File: src/rtl/vdp_vram_arbiter.sv
`default_nettype none
// ============================================================================
//  Module   : vdp_vram_arbiter
//  Purpose  : Single-port VRAM arbiter for four requesters (screen fetch,
//             sprite fetch, CPU port, command engine). Only one access is in
//             flight at a time. Reads are guarded by a timeout that returns
//             all-ones and sets a sticky error flag.
//  Options  : VRAM_ARB_ROUND_ROBIN_EN - round-robin between cpu and cmd
//             (otherwise fixed cpu > cmd).
//  Revision : 1.0 - initial release
// ============================================================================
module vdp_vram_arbiter #(
    // Cycles spent in WAIT_RD before a read is forced to complete (4..255)
    parameter int unsigned READ_TIMEOUT = 15
) (
    input  logic        clk,
    input  logic        reset,

    input  logic        scr_valid,
    input  logic        scr_write,
    input  logic [16:0] scr_address,
    input  logic [7:0]  scr_wdata,
    output logic        scr_ready,
    output logic [31:0] scr_rdata,
    output logic        scr_rdata_en,

    input  logic        spr_valid,
    input  logic        spr_write,
    input  logic [16:0] spr_address,
    input  logic [7:0]  spr_wdata,
    output logic        spr_ready,
    output logic [31:0] spr_rdata,
    output logic        spr_rdata_en,

    input  logic        cpu_valid,
    input  logic        cpu_write,
    input  logic [16:0] cpu_address,
    input  logic [7:0]  cpu_wdata,
    output logic        cpu_ready,
    output logic [31:0] cpu_rdata,
    output logic        cpu_rdata_en,

    input  logic        cmd_valid,
    input  logic        cmd_write,
    input  logic [16:0] cmd_address,
    input  logic [7:0]  cmd_wdata,
    output logic        cmd_ready,
    output logic [31:0] cmd_rdata,
    output logic        cmd_rdata_en,

    output logic [16:0] vram_address,
    output logic        vram_write,
    output logic        vram_valid,
    output logic [7:0]  vram_wdata,
    input  logic [31:0] vram_rdata,
    input  logic        vram_rdata_en,

    output logic        arb_error
);

    typedef enum logic [1:0] {
        ST_IDLE    = 2'd0,
        ST_ISSUE   = 2'd1,
        ST_WAIT_RD = 2'd2
    } state_t;

    // Requester indices; also the bit position in the packed request vectors
    localparam logic [1:0] OWN_SCR = 2'd0;
    localparam logic [1:0] OWN_SPR = 2'd1;
    localparam logic [1:0] OWN_CPU = 2'd2;
    localparam logic [1:0] OWN_CMD = 2'd3;

    // Counter value seen in the last permitted WAIT_RD cycle
    localparam logic [7:0] TIMEOUT_LAST = 8'(READ_TIMEOUT - 1);

    state_t            state_q, state_d;
    logic [1:0]        owner_q, owner_d;
    logic [16:0]       addr_q, addr_d;
    logic              write_q, write_d;
    logic [7:0]        wdata_q, wdata_d;
    logic [7:0]        cnt_q, cnt_d;
    logic [3:0][31:0]  rdata_q, rdata_d;
    logic [3:0]        rdata_en_q, rdata_en_d;
    logic              err_q, err_d;
`ifdef VRAM_ARB_ROUND_ROBIN_EN
    // 1 = cmd wins the next cpu/cmd tie, 0 = cpu wins it
    logic              rr_q, rr_d;
`endif

    logic [3:0]        req_valid;
    logic [3:0]        req_write;
    logic [3:0][16:0]  req_addr;
    logic [3:0][7:0]   req_wdata;
    logic [1:0]        winner;

    assign req_valid = {cmd_valid, cpu_valid, spr_valid, scr_valid};
    assign req_write = {cmd_write, cpu_write, spr_write, scr_write};
    assign req_addr  = {cmd_address, cpu_address, spr_address, scr_address};
    assign req_wdata = {cmd_wdata, cpu_wdata, spr_wdata, scr_wdata};

    // Priority select: scr, then spr, then the cpu/cmd tier
    always_comb begin
        winner = OWN_CMD;
        if (scr_valid) begin
            winner = OWN_SCR;
        end else if (spr_valid) begin
            winner = OWN_SPR;
        end else if (cpu_valid && cmd_valid) begin
`ifdef VRAM_ARB_ROUND_ROBIN_EN
            winner = rr_q ? OWN_CMD : OWN_CPU;
`else
            winner = OWN_CPU;
`endif
        end else if (cpu_valid) begin
            winner = OWN_CPU;
        end
    end

    // Next-state and datapath update for the IDLE / ISSUE / WAIT_RD sequence
    always_comb begin
        state_d    = state_q;
        owner_d    = owner_q;
        addr_d     = addr_q;
        write_d    = write_q;
        wdata_d    = wdata_q;
        cnt_d      = cnt_q;
        rdata_d    = rdata_q;
        rdata_en_d = 4'b0000;
        err_d      = err_q;
`ifdef VRAM_ARB_ROUND_ROBIN_EN
        rr_d       = rr_q;
`endif
        case (state_q)
            ST_IDLE: begin
                if (|req_valid) begin
                    owner_d = winner;
                    addr_d  = req_addr[winner];
                    write_d = req_write[winner];
                    wdata_d = req_wdata[winner];
                    state_d = ST_ISSUE;
`ifdef VRAM_ARB_ROUND_ROBIN_EN
                    // The tier member just served loses the next tie
                    if (winner == OWN_CPU) begin
                        rr_d = 1'b1;
                    end else if (winner == OWN_CMD) begin
                        rr_d = 1'b0;
                    end
`endif
                end
            end
            ST_ISSUE: begin
                cnt_d   = 8'd0;
                state_d = write_q ? ST_IDLE : ST_WAIT_RD;
            end
            ST_WAIT_RD: begin
                if (vram_rdata_en) begin
                    rdata_d[owner_q]    = vram_rdata;
                    rdata_en_d[owner_q] = 1'b1;
                    state_d             = ST_IDLE;
                end else if (cnt_q == TIMEOUT_LAST) begin
                    // Memory never answered: hand back all-ones and flag it
                    rdata_d[owner_q]    = 32'hFFFF_FFFF;
                    rdata_en_d[owner_q] = 1'b1;
                    err_d               = 1'b1;
                    state_d             = ST_IDLE;
                end else begin
                    cnt_d = cnt_q + 8'd1;
                end
            end
            default: begin
                state_d = ST_IDLE;
            end
        endcase
    end

    // State and datapath registers with synchronous reset
    always_ff @(posedge clk) begin
        if (reset) begin
            state_q    <= ST_IDLE;
            owner_q    <= OWN_SCR;
            addr_q     <= 17'd0;
            write_q    <= 1'b0;
            wdata_q    <= 8'd0;
            cnt_q      <= 8'd0;
            rdata_q    <= '0;
            rdata_en_q <= 4'b0000;
            err_q      <= 1'b0;
`ifdef VRAM_ARB_ROUND_ROBIN_EN
            rr_q       <= 1'b0;
`endif
        end else begin
            state_q    <= state_d;
            owner_q    <= owner_d;
            addr_q     <= addr_d;
            write_q    <= write_d;
            wdata_q    <= wdata_d;
            cnt_q      <= cnt_d;
            rdata_q    <= rdata_d;
            rdata_en_q <= rdata_en_d;
            err_q      <= err_d;
`ifdef VRAM_ARB_ROUND_ROBIN_EN
            rr_q       <= rr_d;
`endif
        end
    end

    logic [3:0] ready_vec;

    // Accept pulse goes to the owner only while the command is on the bus
    always_comb begin
        ready_vec = 4'b0000;
        if (state_q == ST_ISSUE) begin
            ready_vec[owner_q] = 1'b1;
        end
    end

    assign vram_valid   = (state_q == ST_ISSUE);
    assign vram_address = addr_q;
    assign vram_write   = write_q;
    assign vram_wdata   = wdata_q;
    assign arb_error    = err_q;

    assign scr_ready    = ready_vec[OWN_SCR];
    assign spr_ready    = ready_vec[OWN_SPR];
    assign cpu_ready    = ready_vec[OWN_CPU];
    assign cmd_ready    = ready_vec[OWN_CMD];

    assign scr_rdata    = rdata_q[OWN_SCR];
    assign spr_rdata    = rdata_q[OWN_SPR];
    assign cpu_rdata    = rdata_q[OWN_CPU];
    assign cmd_rdata    = rdata_q[OWN_CMD];

    assign scr_rdata_en = rdata_en_q[OWN_SCR];
    assign spr_rdata_en = rdata_en_q[OWN_SPR];
    assign cpu_rdata_en = rdata_en_q[OWN_CPU];
    assign cmd_rdata_en = rdata_en_q[OWN_CMD];

endmodule
`default_nettype wire

File: config.mk
export PLATFORM = sky130hd
export DESIGN_NAME = vdp_vram_arbiter
export DESIGN_NICKNAME = d
export VERILOG_FILES = /design/src/rtl/vdp_vram_arbiter.sv
export SDC_FILE = /design/constraint.sdc
export NUM_CORES = 1
export LEC_CHECK = 0
export ABC_AREA = 0
export BUFFER_PORTS_ARGS = -buffer_cell sky130_fd_sc_hd__buf_2
export CAP_MARGIN = 20
export CORE_ASPECT_RATIO = 0.8
export CORE_UTILIZATION = 52
export CTS_BUF_LIST = sky130_fd_sc_hd__clkbuf_16
export DETAILED_ROUTE_END_ITERATION = 6
export PLACE_DENSITY = 0.86
export SLEW_MARGIN = 0
export SYNTH_ARGS = -nofsm -noshare
export SYNTH_HDL_FRONTEND = slang
export SYNTH_SLANG_ARGS = --single-unit
File: constraint.sdc
create_clock -name clk -period 5.1 [get_ports clk]
set_clock_uncertainty 0.05 [all_clocks]
set_input_delay 1.02 -clock clk [delete_from_list [all_inputs] [get_ports clk]]
set_output_delay 1.02 -clock clk [all_outputs]
set_load 0.01 [all_outputs]
==> results of run 1 <==
-- report_power, final --
group | internal (W) | total, W | switching [W]
Combinational | 0.000161 | 0.000402 | 0.000240
Sequential | 0.00139 | 0.00142 | 0.0000299
Clock | 0.000732 | 0.00130 | 0.000569
-- critical path, cell delays in order --
cell	delay, ps
buf_2	280
clkinv_1	700
nand2_1	740
mux2i_1	280
o211ai_1	110
-- logic make-up after synthesis --
| logic type | count (synthesis) | synth area share, % |
|---|---|---|
| multiplexers | 19 | 2.571 |
| adder cells (fa/ha/maj) | 5 | 0.8457 |
| buffers and inverters | 206 | 10.74 |
| AND/OR/NAND/NOR | 255 | 15.70 |
| flip-flops | 171 | 46.28 |
| AO/OA/AOI/OAI | 243 | 23.87 |
-- through the flow --
stage	hold WS (ps)	utilization, %	power (W)	setup WS (ps)
after global placement	386.7	65.22	0.001834	1923
after global routing	415.1	69.55	0.003237	1956
after floorplan	409.6	-	0.001679	2808
final	401.8	69.55	0.003120	2195
after detailed placement	387.1	65.22	0.001840	1835
after CTS	402.2	69.50	0.003128	2265
-- synth_stat cells (all sizes together), types with 2 or more instances --
library cell and n:
a211oi 143, a21boi 4, a21o 2, a21oi 13, a22o 8, a22oi 9, a31oi 2, a41oi 2
and2 3, and3 8, buf 17, clkbuf 51, dfxtp 171, ha 5, inv 137, mux2i 19
nand2 28, nand2b 38, nand3 8, nand3b 2, nand4 2, nor2 149, nor2b 7, nor3 4
o211ai 19, o21a 2, o21ai 23, o221ai 8, o31ai 3, o32ai 2
-- final cells by class --
type                       instances  share of cell area, %
sequential                       171                  35.82
multi-input combinational        522                  33.35
timing repair buffer             317                  16.92
inverter                         138                  5.420
clock buffer                      17                  4.451
tap                              180                  2.357
clock inverter                    14                  1.689
-- state kept, by name, summed over array words and instances (netlist names), 2 cells and up --
name / flops
rdata_en_q: 4
vram_address: 17
cnt_q: 8
cmd_rdata: 32
state_q: 2
owner_q: 2
cpu_rdata: 32
scr_rdata: 32
spr_rdata: 32
vram_wdata: 8
-- worst min-delay path by stage --
stage,startpoint,to,slack [ps],cells past startpoint
2_1_floorplan,cnt_q[7]$_SDFFE_PP0P_,cnt_q[7]$_SDFFE_PP0P_,410,1
3_3_place_gp,cpu_rdata[28]$_SDFFE_PP0P_,cpu_rdata[28]$_SDFFE_PP0P_,390,2
3_5_place_dp,scr_rdata[30]$_SDFFE_PP0P_,scr_rdata[30]$_SDFFE_PP0P_,390,2
4_1_cts,scr_rdata[28]$_SDFFE_PP0P_,scr_rdata[28]$_SDFFE_PP0P_,400,2
5_1_grt,spr_rdata[15]$_SDFFE_PP0P_,spr_rdata[15]$_SDFFE_PP0P_,420,2
6_report,cmd_rdata[31]$_SDFFE_PP0P_,cmd_rdata[31]$_SDFFE_PP0P_,400,2
-- routing by layer --
| metal | global-route usage, % | part of all wire [%] |
|---|---|---|
| met5 | 0 | 0 |
| met1 | 40.53 | 43 |
| met4 | 10.83 | 2.0 |
| met3 | 7.438 | 8.4 |
| met2 | 51.03 | 47 |
==> run summary, run 1 <==
POWER
------------------------------------------------------------------------------------------
Areal power density over the cells .......................................... 326.5 nW/um2
Leakage power figure ........................................................     4.146 nW
Worst-case vdd ir drop ......................................................    0.2210 mV

STA
------------------------------------------------------------------------------------------
Count of pins over their slew limit .........................................            0
Final hold viol count .......................................................            0
Number of endpoints failing setup at the final stage ........................            0
Rel. slew slack .............................................................       30.83%
Total negative slack ........................................................         0 ps
Slew @ Worst Pin ............................................................      1038 ps
RSZ-0062 raised after global routing ........................................           no
Final Critical Period .......................................................      2905 ps
Period utilization ..........................................................       56.97%
Maximum clock frequency .....................................................   0.3442 GHz

DRT
------------------------------------------------------------------------------------------
Total wire length after detailed routing ....................................     22.66 mm
Remaining antenna violation count after routing .............................            0
Drt pass-1 iters ............................................................            7
DRC errors left .............................................................            0
Vias after detailed routing .................................................         7462
Routed wire per std cell ....................................................     16.67 um
Number of vias per cell .....................................................        5.491
First DRT Iteration DRCs ....................................................          653

CRITICAL PATH
------------------------------------------------------------------------------------------
Crit path max fanout ........................................................           37
Critical path startpoint category ........................................... primary input
Reg2reg setup slack .........................................................      2530 ps
Crit path launch ............................................................    scr_valid
Data arrival time of the critical path ......................................      3140 ps
Crit path required time .....................................................      5340 ps
Worst reg2reg path startpoint ............................................... state_q[0]$_SDFFE_PP0P_
Critical Setup Path Class ...................................................       in2reg
Worst-case reg-to-reg path depth ............................................            7
Critical path destination ................................................... vram_address[16]$_SDFFE_PP0P_
CP Capture Type .............................................................    flip-flop
Reg-to-reg endpoint ......................................................... cmd_rdata[14]$_SDFFE_PP0P_

GRT
------------------------------------------------------------------------------------------
GRT Residual Overflow .......................................................            0
Via count of the first global-routing pass ..................................         7080
GRT Total Usage .............................................................       31.25%
Wire length of the first global-routing pass ................................     36.00 mm
Maximum number of pins on one net before global-route repair ................           67
Number of antenna violations at the first check in global routing ...........            0

LAYOUT
------------------------------------------------------------------------------------------
Number of antenna diodes ....................................................            0
FILL cells ..................................................................         1111
Total area of sequential cells ..............................................     3423 um2
Fraction of layout cells with a size suffix above 1 .........................       29.86%
Layout overhead on the synthesized area .....................................       29.19%
Post-layout net count .......................................................         1315
Most common library cell in the layout ignoring fill and taps ...............        buf_2
Area occupied by multi-input gates ..........................................     3187 um2
Final instance count without filler cells ...................................         1359
Highest-count cells in the layout ignoring fill and taps .................... buf_2, dfxtp_1, nor2_1
Final non-filler cell area ..................................................     9557 um2

CLOCK NETWORK
------------------------------------------------------------------------------------------
TritonCTS Buffers ...........................................................           17
Maximum root-to-sink buffer count ...........................................            2
Clock tree root buffer cell .................................................    clkbuf_16
Total setup buffers inserted after CTS ......................................            0
Clock tree from TritonCTS ...................................................          yes
Resized Gates After CTS .....................................................            0
Number of H-tree levels .....................................................            4
Hold_buf cts ................................................................            0
Clock edge transition at the registers on the reported setup and hold paths .        70 ps
Clock latency reported for the late side of the worst-skew pair .............       410 ps
Clock net sink count ........................................................          171

SYNTHESIS
------------------------------------------------------------------------------------------
Cell accounting for the most synthesized area ...............................      dfxtp_1
Flip-flop cell with the highest count after synthesis .......................      dfxtp_1
Synth warn ..................................................................            0
Number of unique standard cell types used by synthesis ......................           44
Top area cells in the synthesized netlist ................................... dfxtp_1, a211oi_1, nor2_1
Nets in the synthesized netlist .............................................         1047
Count of mapped cells out of synthesis ......................................          899
Synth top area share ........................................................       46.28%
Number of storage elements in the synthesis netlist .........................          171
Sequential cell area fraction in the yosys report ...........................       46.28%
Number of flops mapped to enable cells by yosys .............................            0
Cell area after synthesis ...................................................     7397 um2
Avg Cell Area, Syn ..........................................................    8.228 um2
Share of async-settable or async-resettable flops after synthesis ...........           0%

PLACE
------------------------------------------------------------------------------------------
Cells after DPL .............................................................         1327
GP Congestion ...............................................................       0.9509
Post-place instance area ....................................................     8962 um2
Number of I/O port buffers ..................................................          306
DP Wirelength ...............................................................     15.67 mm

DIE
------------------------------------------------------------------------------------------
Number of I/O pins ..........................................................          307
Starting density of the core ................................................       53.83%
Chip Width ..................................................................     135.3 um
Die outline area ............................................................    14710 um2
Area of the core ............................................................    13740 um2
Vertical die dimension ......................................................     108.7 um
Standard-cell row count .....................................................           38

STATUS
------------------------------------------------------------------------------------------
Run status .................................................................. finished clean

RUN
------------------------------------------------------------------------------------------
Maxcap violations ...........................................................            0

MIN PATH
------------------------------------------------------------------------------------------
Class of the worst hold path ................................................      reg2reg

Power figures use the tool's default switching activity.
==> run 2: changes to the inputs <==
--- a/config.mk
+++ b/config.mk
@@ -9,10 +9,10 @@
 export BUFFER_PORTS_ARGS = -buffer_cell sky130_fd_sc_hd__buf_2
 export CAP_MARGIN = 20
 export CORE_ASPECT_RATIO = 0.8
-export CORE_UTILIZATION = 52
+export CORE_UTILIZATION = 44
 export CTS_BUF_LIST = sky130_fd_sc_hd__clkbuf_16
 export DETAILED_ROUTE_END_ITERATION = 6
-export PLACE_DENSITY = 0.86
+export PLACE_DENSITY = 0.77
 export SLEW_MARGIN = 0
 export SYNTH_ARGS = -nofsm -noshare
 export SYNTH_HDL_FRONTEND = slang
==> constraint.sdc (replaced) <==
create_clock -name clk -period 2.62 [get_ports clk]
set_clock_uncertainty 0.05 [all_clocks]
set_input_delay 0.524 -clock clk [delete_from_list [all_inputs] [get_ports clk]]
set_output_delay 0.524 -clock clk [all_outputs]
set_load 0.01 [all_outputs]
==> run 2 against run 1 <==
  * Total power grew 97%
  * Sequential share of layout area decreased by 0.52 points
  * Clock power grew 99%
  * Design area is 1.5% higher
  * Routed wire length fell by 0.46%
  * Combinational power rose by 95%
  * Via count decreased by 2.6%
  * Critical endpoint is now vram_address[13]$_SDFFE_PP0P_
  * Largest power group unchanged
==> run summary, run 2 (synthesized netlist as in run 1, its figures left out) <==
CLOCK NETWORK
------------------------------------------------------------------------------------------
Clock edge transition at the registers on the reported setup and hold paths .        70 ps   about the same
Number of H-tree levels .....................................................            4   unchanged
Resized Gates After CTS .....................................................            0   unchanged
TritonCTS Buffers ...........................................................           17   unchanged
Clock net sink count ........................................................          171   unchanged
Clock tree from TritonCTS ...................................................          yes
Maximum root-to-sink buffer count ...........................................            2   unchanged
Total setup buffers inserted after CTS ......................................            0   unchanged
Hold_buf cts ................................................................            0   unchanged
Clock tree root buffer cell .................................................    clkbuf_16
Clock latency reported for the late side of the worst-skew pair .............       420 ps   about the same

PLACE
------------------------------------------------------------------------------------------
Worst slack, placed .........................................................     369.9 ps   -1465 ps
GP Congestion ...............................................................       0.9185   -3.4%
DP Wirelength ...............................................................     15.83 mm   +1.0%
Post-place instance area ....................................................     9102 um2   +1.6%
Number of I/O port buffers ..................................................          306   unchanged

STA
------------------------------------------------------------------------------------------
Total negative slack ........................................................         0 ps   unchanged
Maximum clock frequency .....................................................   0.4567 GHz
Rel. slew slack .............................................................       52.18%   +21 points
Worst hold slack ............................................................     340.1 ps   -61.66 ps
Slew @ Worst Pin ............................................................     715.1 ps   -322.4 ps
Worst Slack Setup Final .....................................................     430.3 ps   -1764 ps
Period utilization ..........................................................       83.58%
RSZ-0062 raised after global routing ........................................           no
Count of pins over their slew limit .........................................            0   unchanged
Final hold viol count .......................................................            0   unchanged
Final Critical Period .......................................................      2190 ps
Number of endpoints failing setup at the final stage ........................            0   unchanged

DIE
------------------------------------------------------------------------------------------
Area of the core ............................................................    16500 um2   +20%
Number of I/O pins ..........................................................          307   unchanged
Starting density of the core ................................................       44.83%   -9.0 points
Standard-cell row count .....................................................           42   +11%
Die outline area ............................................................    17340 um2   +18%
Vertical die dimension ......................................................     118.0 um   +8.5%
Chip Width ..................................................................     147.0 um   +8.6%

GRT
------------------------------------------------------------------------------------------
Via count of the first global-routing pass ..................................         6917   -2.3%
GRT Total Usage .............................................................       26.30%   -5.0 points
GRT Residual Overflow .......................................................            0   unchanged
Maximum number of pins on one net before global-route repair ................           79   +18%
Wire length of the first global-routing pass ................................     36.31 mm   +0.88%
Number of antenna violations at the first check in global routing ...........            0   unchanged

CRITICAL PATH
------------------------------------------------------------------------------------------
Critical Setup Path Class ...................................................      reg2reg
Critical path startpoint category ...........................................    flip-flop
Ordered cell list for the critical path ..................................... inv_1, ha_1, o41ai_2, nor3_2, nand2b_1, o211ai_1
Slowest-stage cell, CP ......................................................         ha_1
Data arrival time of the critical path ......................................      2480 ps   -660 ps
CP Capture Type .............................................................    flip-flop
Crit path max fanout ........................................................           13   -65%
Crit path largest cell delay ................................................       520 ps   -220 ps
Crit path required time .....................................................      2910 ps   -2430 ps
Worst path buffer plus inverter count .......................................            1   -1
Crit-path leading delay family .............................................. simple AND/OR/NAND/NOR gates

DRT
------------------------------------------------------------------------------------------
Drt pass-1 iters ............................................................            5   -2
First DRT Iteration DRCs ....................................................          435   -33%
DRC errors left .............................................................            0   unchanged
Routed wire per std cell ....................................................     16.05 um   -3.7%
Vias after detailed routing .................................................         7271   -2.6%
Number of vias per cell .....................................................        5.175   -5.7%
Total wire length after detailed routing ....................................     22.56 mm   -0.46%
Remaining antenna violation count after routing .............................            0   unchanged

LAYOUT
------------------------------------------------------------------------------------------
Post-layout net count .......................................................         1321   +0.46%
Layout overhead on the synthesized area .....................................       31.11%
Number of antenna diodes ....................................................            0   unchanged
FILL cells ..................................................................         1508   +36%
Most common library cell in the layout ignoring fill and taps ...............        buf_2
Highest-count cells in the layout ignoring fill and taps .................... buf_2, dfxtp_1, nor2_1
End-of-flow core utilization ................................................       58.77%   -11 points
Fraction of layout cells with a size suffix above 1 .........................       30.13%   +0.27 points
Final non-filler cell area ..................................................     9698 um2   +1.5%

MIN PATH
------------------------------------------------------------------------------------------
Class of the worst hold path ................................................       in2reg

RUN
------------------------------------------------------------------------------------------
Maxcap violations ...........................................................            0   unchanged

POWER
------------------------------------------------------------------------------------------
Areal power density over the cells .......................................... 632.2 nW/um2   +94%
Leakage power figure ........................................................     4.194 nW   +1.2%
Worst-case vdd ir drop ......................................................    0.3294 mV   +49%

STATUS
------------------------------------------------------------------------------------------
Run status .................................................................. finished clean

run 2: final timing paths:
path	from	endpoint	slack [ps]	cells after the start
worst min-delay path	vram_rdata[30]	cmd_rdata[30]$_SDFFE_PP0P_	340	3
worst min register to register	cpu_rdata[31]$_SDFFE_PP0P_	cpu_rdata[31]$_SDFFE_PP0P_	400	2
worst max register to register	state_q[0]$_SDFFE_PP0P_	vram_address[13]$_SDFFE_PP0P_	430	6
worst max-delay path	state_q[0]$_SDFFE_PP0P_	vram_address[13]$_SDFFE_PP0P_	430	6
run 2: metrics by stage:
| step | std cells | power (W) |
|---|---|---|
| floorplan | 899 | 0.003269 |
| global placement | 1374 | 0.003590 |
| detailed placement | 1374 | 0.003599 |
| CTS | 1405 | 0.006171 |
| global route | 1405 | 0.006364 |
| finish | 1405 | 0.006131 |
run 2: where the power goes:
part / internal, W / total (W) / leakage (nW) / switching [W]
combinational: 0.000323 / 0.000784 / 2.52 / 0.000461
sequential: 0.00270 / 0.00276 / 1.39 / 0.0000587
clock: 0.00150 / 0.00259 / 0.284 / 0.00108
run 2: final cells by class:
class | count | area, um2 | share of cell area (%)
Inverter | 138 | 518.0 | 5.341
Timing Repair Buffer | 323 | 1699 | 17.52
Clock inverter | 14 | 170.2 | 1.755
Multi-Input combinational cell | 522 | 3187 | 32.86
Sequential cell | 171 | 3423 | 35.30
Tap cell | 220 | 275.3 | 2.838
Clock buffer | 17 | 425.4 | 4.387
run 2: per-layer routing:
metal	global-route usage (%)	part of all wire, %	up-vias
li1	-	-	3595
met1	35.23	46	3391
met2	41.41	46	253
met3	7.093	6.9	32
met4	7.474	1.4	0
met5	0	0	-
run 2: worst register-to-register path: stages (launching register included):
cell and delay [ps]:
dfxtp_1 310, inv_1 90, ha_1 520, o41ai_2 200, nor3_2 500, nand2b_1 230, o211ai_1 220
